===== src/rtl/core_types_pkg.sv =====
// Shared core-wide sizing for the physical register file. PRF banks are
// selected by the low bits of the physical register number.
package core_types_pkg;
  localparam int PR_COUNT           = 64;
  localparam int LOG_PR_COUNT       = $clog2(PR_COUNT);
  localparam int PRF_BANK_COUNT     = 4;
  localparam int LOG_PRF_BANK_COUNT = $clog2(PRF_BANK_COUNT);
endpackage


===== src/rtl/prf_read_arbiter_rr.sv =====
// rr_arbiter: N-way round-robin selector for one PRF bank. The search starts
// at the internal pointer and wraps. The pointer moves past the winner, and
// holds when there is no grant or the bank is disabled.
module rr_arbiter #(
  parameter int N    = 4,
  parameter int LOGN = $clog2(N)
) (
  input  logic         CLK,
  input  logic         nRST,
  input  logic         en_i,
  input  logic [N-1:0] req_i,
  output logic [N-1:0] gnt_o
);
  localparam int              PW   = (LOGN > 0) ? LOGN : 1;
  localparam logic [PW:0]     NV   = (PW+1)'(N);
  localparam logic [PW-1:0]   LAST = PW'(N-1);

  logic [PW-1:0] ptr_q, ptr_d;
  logic [PW:0]   sum;
  logic [PW-1:0] idx;
  logic          found;

  // First requester at or after the pointer wins; the pointer steps past it.
  always_comb begin
    gnt_o = '0;
    ptr_d = ptr_q;
    found = 1'b0;
    sum   = '0;
    idx   = '0;
    if (en_i) begin
      for (int k = 0; k < N; k++) begin
        sum = {1'b0, ptr_q} + (PW+1)'(k);
        if (sum >= NV) sum = sum - NV;
        idx = sum[PW-1:0];
        if (!found && req_i[idx]) begin
          found      = 1'b1;
          gnt_o[idx] = 1'b1;
          ptr_d      = (idx == LAST) ? '0 : idx + PW'(1);
        end
      end
    end
  end

  // Pointer register.
  always_ff @(posedge CLK or negedge nRST) begin
    if (!nRST) ptr_q <= '0;
    else       ptr_q <= ptr_d;
  end
endmodule


===== src/rtl/prf_read_arbiter.sv =====
// prf_read_arbiter: routes operand-collector reads onto banked PRF read ports.
// Grants are zero-latency. Each bank has its own round-robin arbiter. Read data
// comes back one cycle after the grant and is steered to the granted requestor.
// Optional feature: PRF_READ_ARB_CONFLICT_CNT_EN adds per-bank saturating
// conflict counters (conflict_count_by_bank).
module prf_read_arbiter
  import core_types_pkg::*;
#(
  parameter int REQUESTOR_COUNT     = 4,
  parameter int LOG_REQUESTOR_COUNT = $clog2(REQUESTOR_COUNT)
) (
  input  logic                                             CLK,
  input  logic                                             nRST,
  input  logic [REQUESTOR_COUNT-1:0]                       req_valid_by_rq,
  input  logic [REQUESTOR_COUNT-1:0][LOG_PR_COUNT-1:0]     req_pr_by_rq,
  output logic [REQUESTOR_COUNT-1:0]                       req_ack_by_rq,
  input  logic [PRF_BANK_COUNT-1:0]                        prf_bank_blocked_by_bank,
  output logic [PRF_BANK_COUNT-1:0]                        prf_req_valid_by_bank,
  output logic [PRF_BANK_COUNT-1:0][LOG_PR_COUNT-1:0]      prf_req_pr_by_bank,
  input  logic [PRF_BANK_COUNT-1:0][31:0]                  prf_resp_data_by_bank,
  output logic [REQUESTOR_COUNT-1:0]                       resp_valid_by_rq,
  output logic [REQUESTOR_COUNT-1:0][31:0]                 resp_data_by_rq
`ifdef PRF_READ_ARB_CONFLICT_CNT_EN
  ,
  output logic [PRF_BANK_COUNT-1:0][15:0]                  conflict_count_by_bank
`endif
);
  localparam int LB = LOG_PRF_BANK_COUNT;

  logic [PRF_BANK_COUNT-1:0][REQUESTOR_COUNT-1:0] bank_req;
  logic [PRF_BANK_COUNT-1:0][REQUESTOR_COUNT-1:0] bank_gnt;
  logic [REQUESTOR_COUNT-1:0]                     resp_vld_q, resp_vld_d;
  logic [REQUESTOR_COUNT-1:0][LB-1:0]             resp_bank_q, resp_bank_d;

  // Sort requests by target bank (low PR bits).
  always_comb begin
    bank_req = '0;
    for (int b = 0; b < PRF_BANK_COUNT; b++)
      for (int r = 0; r < REQUESTOR_COUNT; r++)
        bank_req[b][r] = req_valid_by_rq[r] &&
                         (req_pr_by_rq[r][LB-1:0] == LB'(b));
  end

  for (genvar b = 0; b < PRF_BANK_COUNT; b++) begin : g_bank
    rr_arbiter #(
      .N    (REQUESTOR_COUNT),
      .LOGN (LOG_REQUESTOR_COUNT)
    ) u_rr (
      .CLK   (CLK),
      .nRST  (nRST),
      .en_i  (!prf_bank_blocked_by_bank[b]),
      .req_i (bank_req[b]),
      .gnt_o (bank_gnt[b])
    );
  end

  // Fold per-bank grants into acks and bank issue; a requestor targets one bank,
  // so at most one bank grants it.
  always_comb begin
    req_ack_by_rq         = '0;
    prf_req_valid_by_bank = '0;
    prf_req_pr_by_bank    = '0;
    for (int b = 0; b < PRF_BANK_COUNT; b++) begin
      prf_req_valid_by_bank[b] = |bank_gnt[b];
      for (int r = 0; r < REQUESTOR_COUNT; r++) begin
        req_ack_by_rq[r] = req_ack_by_rq[r] | bank_gnt[b][r];
        if (bank_gnt[b][r]) prf_req_pr_by_bank[b] = prf_req_pr_by_bank[b] | req_pr_by_rq[r];
      end
    end
  end

  // Remember which requestors were granted and from which bank.
  always_comb begin
    resp_vld_d  = req_ack_by_rq;
    resp_bank_d = '0;
    for (int r = 0; r < REQUESTOR_COUNT; r++)
      resp_bank_d[r] = req_pr_by_rq[r][LB-1:0];
  end

  // Grant tracking registers; reset drops any response still in flight.
  always_ff @(posedge CLK or negedge nRST) begin
    if (!nRST) begin
      resp_vld_q  <= '0;
      resp_bank_q <= '0;
    end else begin
      resp_vld_q  <= resp_vld_d;
      resp_bank_q <= resp_bank_d;
    end
  end

  // Steer bank data (arriving the cycle after issue) to the granted requestor.
  always_comb begin
    resp_valid_by_rq = resp_vld_q;
    resp_data_by_rq  = '0;
    for (int r = 0; r < REQUESTOR_COUNT; r++)
      if (resp_vld_q[r]) resp_data_by_rq[r] = prf_resp_data_by_bank[resp_bank_q[r]];
  end

`ifdef PRF_READ_ARB_CONFLICT_CNT_EN
  logic [PRF_BANK_COUNT-1:0] conflict_hit;

  // A conflict is two or more requesters on one bank, or any request to a blocked bank.
  always_comb begin
    conflict_hit = '0;
    for (int b = 0; b < PRF_BANK_COUNT; b++)
      conflict_hit[b] = (|(bank_req[b] & (bank_req[b] - REQUESTOR_COUNT'(1)))) ||
                        (prf_bank_blocked_by_bank[b] && (|bank_req[b]));
  end

  // Saturating per-bank conflict counters.
  always_ff @(posedge CLK or negedge nRST) begin
    if (!nRST) conflict_count_by_bank <= '0;
    else
      for (int b = 0; b < PRF_BANK_COUNT; b++)
        if (conflict_hit[b] && (conflict_count_by_bank[b] != 16'hFFFF))
          conflict_count_by_bank[b] <= conflict_count_by_bank[b] + 16'd1;
  end
`endif
endmodule


===== config.mk =====
export PLATFORM = sky130hd
export DESIGN_NAME = prf_read_arbiter
export DESIGN_NICKNAME = d
export VERILOG_FILES = /design/src/rtl/core_types_pkg.sv /design/src/rtl/prf_read_arbiter_rr.sv /design/src/rtl/prf_read_arbiter.sv
export SDC_FILE = /design/constraint.sdc
export NUM_CORES = 1
export LEC_CHECK = 0
export CAP_MARGIN = 20
export CORE_MARGIN = 3
export CORE_UTILIZATION = 40
export DETAILED_ROUTE_END_ITERATION = 6
export MAX_ROUTING_LAYER = met4
export PLACE_DENSITY = 0.73
export SLEW_MARGIN = 25
export SYNTH_ARGS = -nofsm -noshare
export SYNTH_HDL_FRONTEND = slang
export SYNTH_HIERARCHICAL = 1
export SYNTH_SLANG_ARGS = --single-unit

===== constraint.sdc =====
create_clock -name CLK -period 6.85 [get_ports CLK]
set_input_delay 2.055 -clock CLK [delete_from_list [all_inputs] [get_ports CLK]]
set_output_delay 2.055 -clock CLK [all_outputs]
set_load 0.02 [all_outputs]

# Word-level counts from Yosys, hierarchy flattened
# Index checks and enable logic that the tools add are counted.
# classes
add_sub_neg	44
n_lt_le_gt_ge	52
n_eq_ne	28
n_mux	212
n_bitwise	40
n_reduce_logical	72
# op_table
op	n
binary-select mux 32 bit (select 2 bit)	4
2-to-1 mux 32 bit	8
2-to-1 mux 2 bit	64
2-to-1 mux 4 bit	32
2-to-1 mux 6 bit	16
OR 6 bit	12
< comparator 2 x 3 -> 1 bit (second input constant)	20
2-to-1 mux 1 bit	56
== test 2 bit (second input constant)	24
OR 4 bit	12
logical AND 1 bit	44
>= comparator 3 bit (second input constant)	12
adder 2 x 1 -> 2 bit (second input constant)	16
binary-select mux 1 bit (select 2 bit)	16
demux 1 bit (select 2 bit)	16
>= comparator 2 x 1 -> 1 bit (second input constant)	16
subtractor 2 x 1 -> 2 bit (second input constant)	16
adder 2 x 2 -> 3 bit (second input constant)	8
nonzero test 4 bit	4
OR reduction 4 bit	4
adder 2 x 1 -> 3 bit (second input constant)	4
>= comparator 2 x 3 -> 1 bit (second input constant)	4
zero test 1 bit	12
OR 1 bit	12
4 further kinds	16
# totals
regBits	20
inputBits	162
output_inout_bits	164
word_cells	457

# Logic depth before layout (Yosys ltp)
# logic_depth
depth_word	26
depth_mapped	11
mapped_depth_nobuf	9

# Hierarchy
# The synthesis kept the hierarchy.
# by_module_without_submodules
module	n_inst	cells_per_inst	area_per_inst_um2	seq_area_each_um2
prf_read_arbiter	1	560	4924.7	300.3
rr_arbiter (g_bank[0].u_rr ...)	3	63	569.3	50.0
rr_arbiter (g_bank[3].u_rr)	1	60	588.1	50.0

# Least setup slack after synthesis
# Ideal clock, no wire load.
# synth_timing
kind	input port to output port
from	in req_pr_by_rq[19] in the netlist's numbering
to	out prf_req_pr_by_bank[12] in the netlist's numbering
arrival_time_ps	4087
t_required_ps	4795
slack_ps	708
cell_stages	9
path_buffers	1
path_cell_list	and3b_1 -> mux4_2 -> buf_6 -> or3_4 -> nor2_4 -> nand2_1 -> a21boi_1 -> a22oi_1 -> nand2_1
# synth_lines
element	line	source
from (decl)	prf_read_arbiter.sv:15	input logic [REQUESTOR_COUNT-1:0][LOG_PR_COUNT-1:0] req_pr_by_rq,
to (decl)	prf_read_arbiter.sv:19	output logic [PRF_BANK_COUNT-1:0][LOG_PR_COUNT-1:0] prf_req_pr_by_bank,

==> results.ini <==
[status]
outcome = finished, final reports clean

[timing]
skew_ps = 8.41
setup_viol = 0
setup_tns_ps = 0
fmax_ghz = 0.148
timing.hold.ws_ps = 718
relSlewSlack = 0.397
post-route-period-util = 0.989
layout_min_cycle_time_ps = 6770
finalHoldViolCount = 0
worstMarginPinSlew_ps = 901
rsz0062_at_grt = no
slew_viol_final = 0

[yosys]
syn_avg_cell_area_um2 = 8.93
synthAdderAreaFrac = 0.0485
yosysSeqAreaShare = 0.0693
synth.area.top_cells = mux2i_1 39%, o22ai_1 11%, dfrtp_1 6.9%
synth_edf_count = 0
ys.warnings.count = 6
muxShareOfSynthArea = 0.442
synth_largest_area_cell = mux2i_1
synth.most_common_cell = mux2i_1
async_flop_share = 1.00
synth-compound-area-share = 0.238
synth-main-ff-cell = dfrtp_1
yosys_register_bits = 20
synth_top_family_by_area = multiplexers
synth_cells = 809
synth_fp_nets = 999
post-synth-top-area-fraction = 0.385
ys_types = 50
synth_xor_area_frac = 0.00364
synthTopCellsByCount = 278 x mux2i_1, 128 x o22ai_1, 57 x nand2_1
syn_area_um2 = 7220
synth_simple_gate_area_share = 0.0908

[setup_path]
path_class = input pin to primary output
reg2reg_to = resp_valid_by_rq[0]
end_kind = primary output
startpoint_type = input pin
cp.arrival_ps = 4720
critPathLaunch = req_pr_by_rq[6]
r2r_cells = 10
timing.rr.start = g_bank[0].u_rr/ptr_q[0]
crit_fanout = 6
r2r_setup_slack_ps = 3520
cp.required_ps = 4800

[clock_network]
cts.clk_slew.worst_paths_ps = 70
ctsHoldBuffers = 0
clk_latency_ps = 270
clock_sinks = 20
cts_root_buf = clkbuf_16
htree_levels = 1
cts_tree = yes
cts_buffers = 3
cts.path.max_buffers = 2

[routing]
wl_per_cell_um = 21.9
dr.pass1.iters = 6
drt-vias-per-instance = 6.02
drtIter0Drc = 708
wl_mm = 30.7
drcViolationCount = 0
drtAntennaViolNets = 0
vias = 8441

[place]
hpwl_mm = 22.7
dpl.cell_count = 1392
portBuffers = 325
globalplace.congestion = 0.968

[cells_and_area]
fin_nets = 1367
fin_cells = 1402
final_layout_size_suffix_gt1_frac = 0.156
num-fill-cells = 1555
synthToLayoutAreaGrowth_pct = 51.2

[worst_hold_path]
hold_class = flop to flop
worstHoldStart = g_bank[1].u_rr/ptr_q[1]
min_delay_worst_endpoint = g_bank[1].u_rr/ptr_q[1]
hold_depth = 2

[power]
p_sw_w = 0.00147
intPower_w = 0.00139
seqPwrFrac = 0.095
powerDensity_nw_per_um2 = 262
p_leak_nw = 4.90
comb_power_share = 0.844
switching_share = 0.512
vdd_drop_max_uv = 259
pwr-share-clk = 0.061

[global_routing]
antenna_found_initial = 1
grt_max_degree = 42
track_usage = 0.300
grt_pass1_wl_mm = 47.1
grt_pass1_vias = 8031
overflow = 0

[floorplanning]
core_area_um2 = 17500
initial_core_util = 0.413
die_h_um = 140
rows = 48
die_width_um = 140
die-area_um2 = 19700
io_pins = 326

[run]
cap_violations = 0

==> worst max-delay path, cell delays in order <==
cell,delay [ps]
dlygate4sd2_1,290
buf_4,160
and3b_1,220
mux4_2,530
nor2b_1,180
a22o_1,180
mux2i_1,160
a21boi_2,100
buf_4,140
or4_1,520
buf_2,180
==> worst max-delay path by stage <==
stage	end	slack (ps)
2_1_floorplan	prf_req_pr_by_bank[12]	710
3_3_place_gp	prf_req_valid_by_bank[1]	-470
3_5_place_dp	prf_req_pr_by_bank[10]	-500
4_1_cts	prf_req_pr_by_bank[8]	100
5_1_grt	prf_req_pr_by_bank[0]	1
6_report	prf_req_valid_by_bank[1]	80
==> per-stage QoR <==
step                power [W]  setup WS [ps]   util  cell area [µm²]
finish                0.00286           75.3  0.625            10900
floorplan             0.00167            708      -             7220
CTS                   0.00286           98.1  0.627            11000
global route          0.00302           1.17  0.625            10900
global placement      0.00271           -474  0.620            10800
detailed placement    0.00272           -499  0.621            10900
==> cell families after synthesis <==
family          Yosys count
mux                     298
flops                    20
xor+xnor                  3
compound gates          254
simple gates            117
fa+ha+maj                28
buf+inv                  89
==> cell type report <==
cell class / count / area [µm²] / area share
clock buffer: 3 / 75.1 / 0.00688
tap: 225 / 282 / 0.0258
sequential: 20 / 515 / 0.0472
antenna: 1 / 2.50 / 0.000229
timing repair buffer: 432 / 3980 / 0.364
multi-input combinational: 700 / 5960 / 0.546
inverter: 20 / 75.1 / 0.00688
clock inverter: 1 / 30.0 / 0.00275
==> cell usage in the layout (no fill, tap or decap), drive strengths merged, types with 6 or more instances in the layout <==
| cell | n |
|---|---|
| clkdlybuf4s50 | 280 |
| mux2i | 278 |
| o22ai | 128 |
| buf | 123 |
| nand2 | 57 |
| a22oi | 48 |
| ha | 28 |
| dfrtp | 20 |
| inv | 17 |
| a21oi | 17 |
| mux4 | 16 |
| o21ai | 16 |
| dlygate4sd2 | 15 |
| a21boi | 13 |
| a22o | 10 |
| clkdlybuf4s15 | 9 |
| or4 | 8 |
| clkbuf | 8 |
| nor2 | 8 |
| nand3 | 6 |
| nand2b | 6 |
==> power groups by stage <==
stage	combinational, W	sequential (W)	clock (W)
detailed placement	0.00244	0.000275	0
global route	0.00256	0.000285	0.000179
finish	0.00241	0.000271	0.000175
floorplan	0.00147	0.000198	0
global placement	0.00244	0.000275	0
CTS	0.00241	0.000273	0.000175
==> routing by layer <==
| metal | GRT usage | share of wire | vias to the layer above | routed length, µm |
|---|---|---|---|---|
| met2 | 0.491 | 0.47 | 398 | 14600 |
| met5 | - | 0 | - | 0 |
| li1 | - | - | 3952 | - |
| met4 | 0.0933 | 0.036 | 0 | 1120 |
| met3 | 0.0396 | 0.070 | 70 | 2170 |
| met1 | 0.385 | 0.42 | 4021 | 12800 |
==> flip-flops by register name (all words and copies together), names as in the netlist <==
signal and count:
g_bank.u_rr/ptr_q 8, resp_valid_by_rq 4, resp_bank_q 8
==> what timing repair did <==
| action | 4_1_cts | 5_1_grt |
|---|---|---|
| setup endpoints to repair | 32 | 13 |
| pin swaps | 2 | 2 |
| hold endpoints to repair | 0 | 0 |
| resized for setup | 114 | 12 |
| buffers inserted | 4 | 1 |
Note: power is estimated with default switching activity, not from simulation.
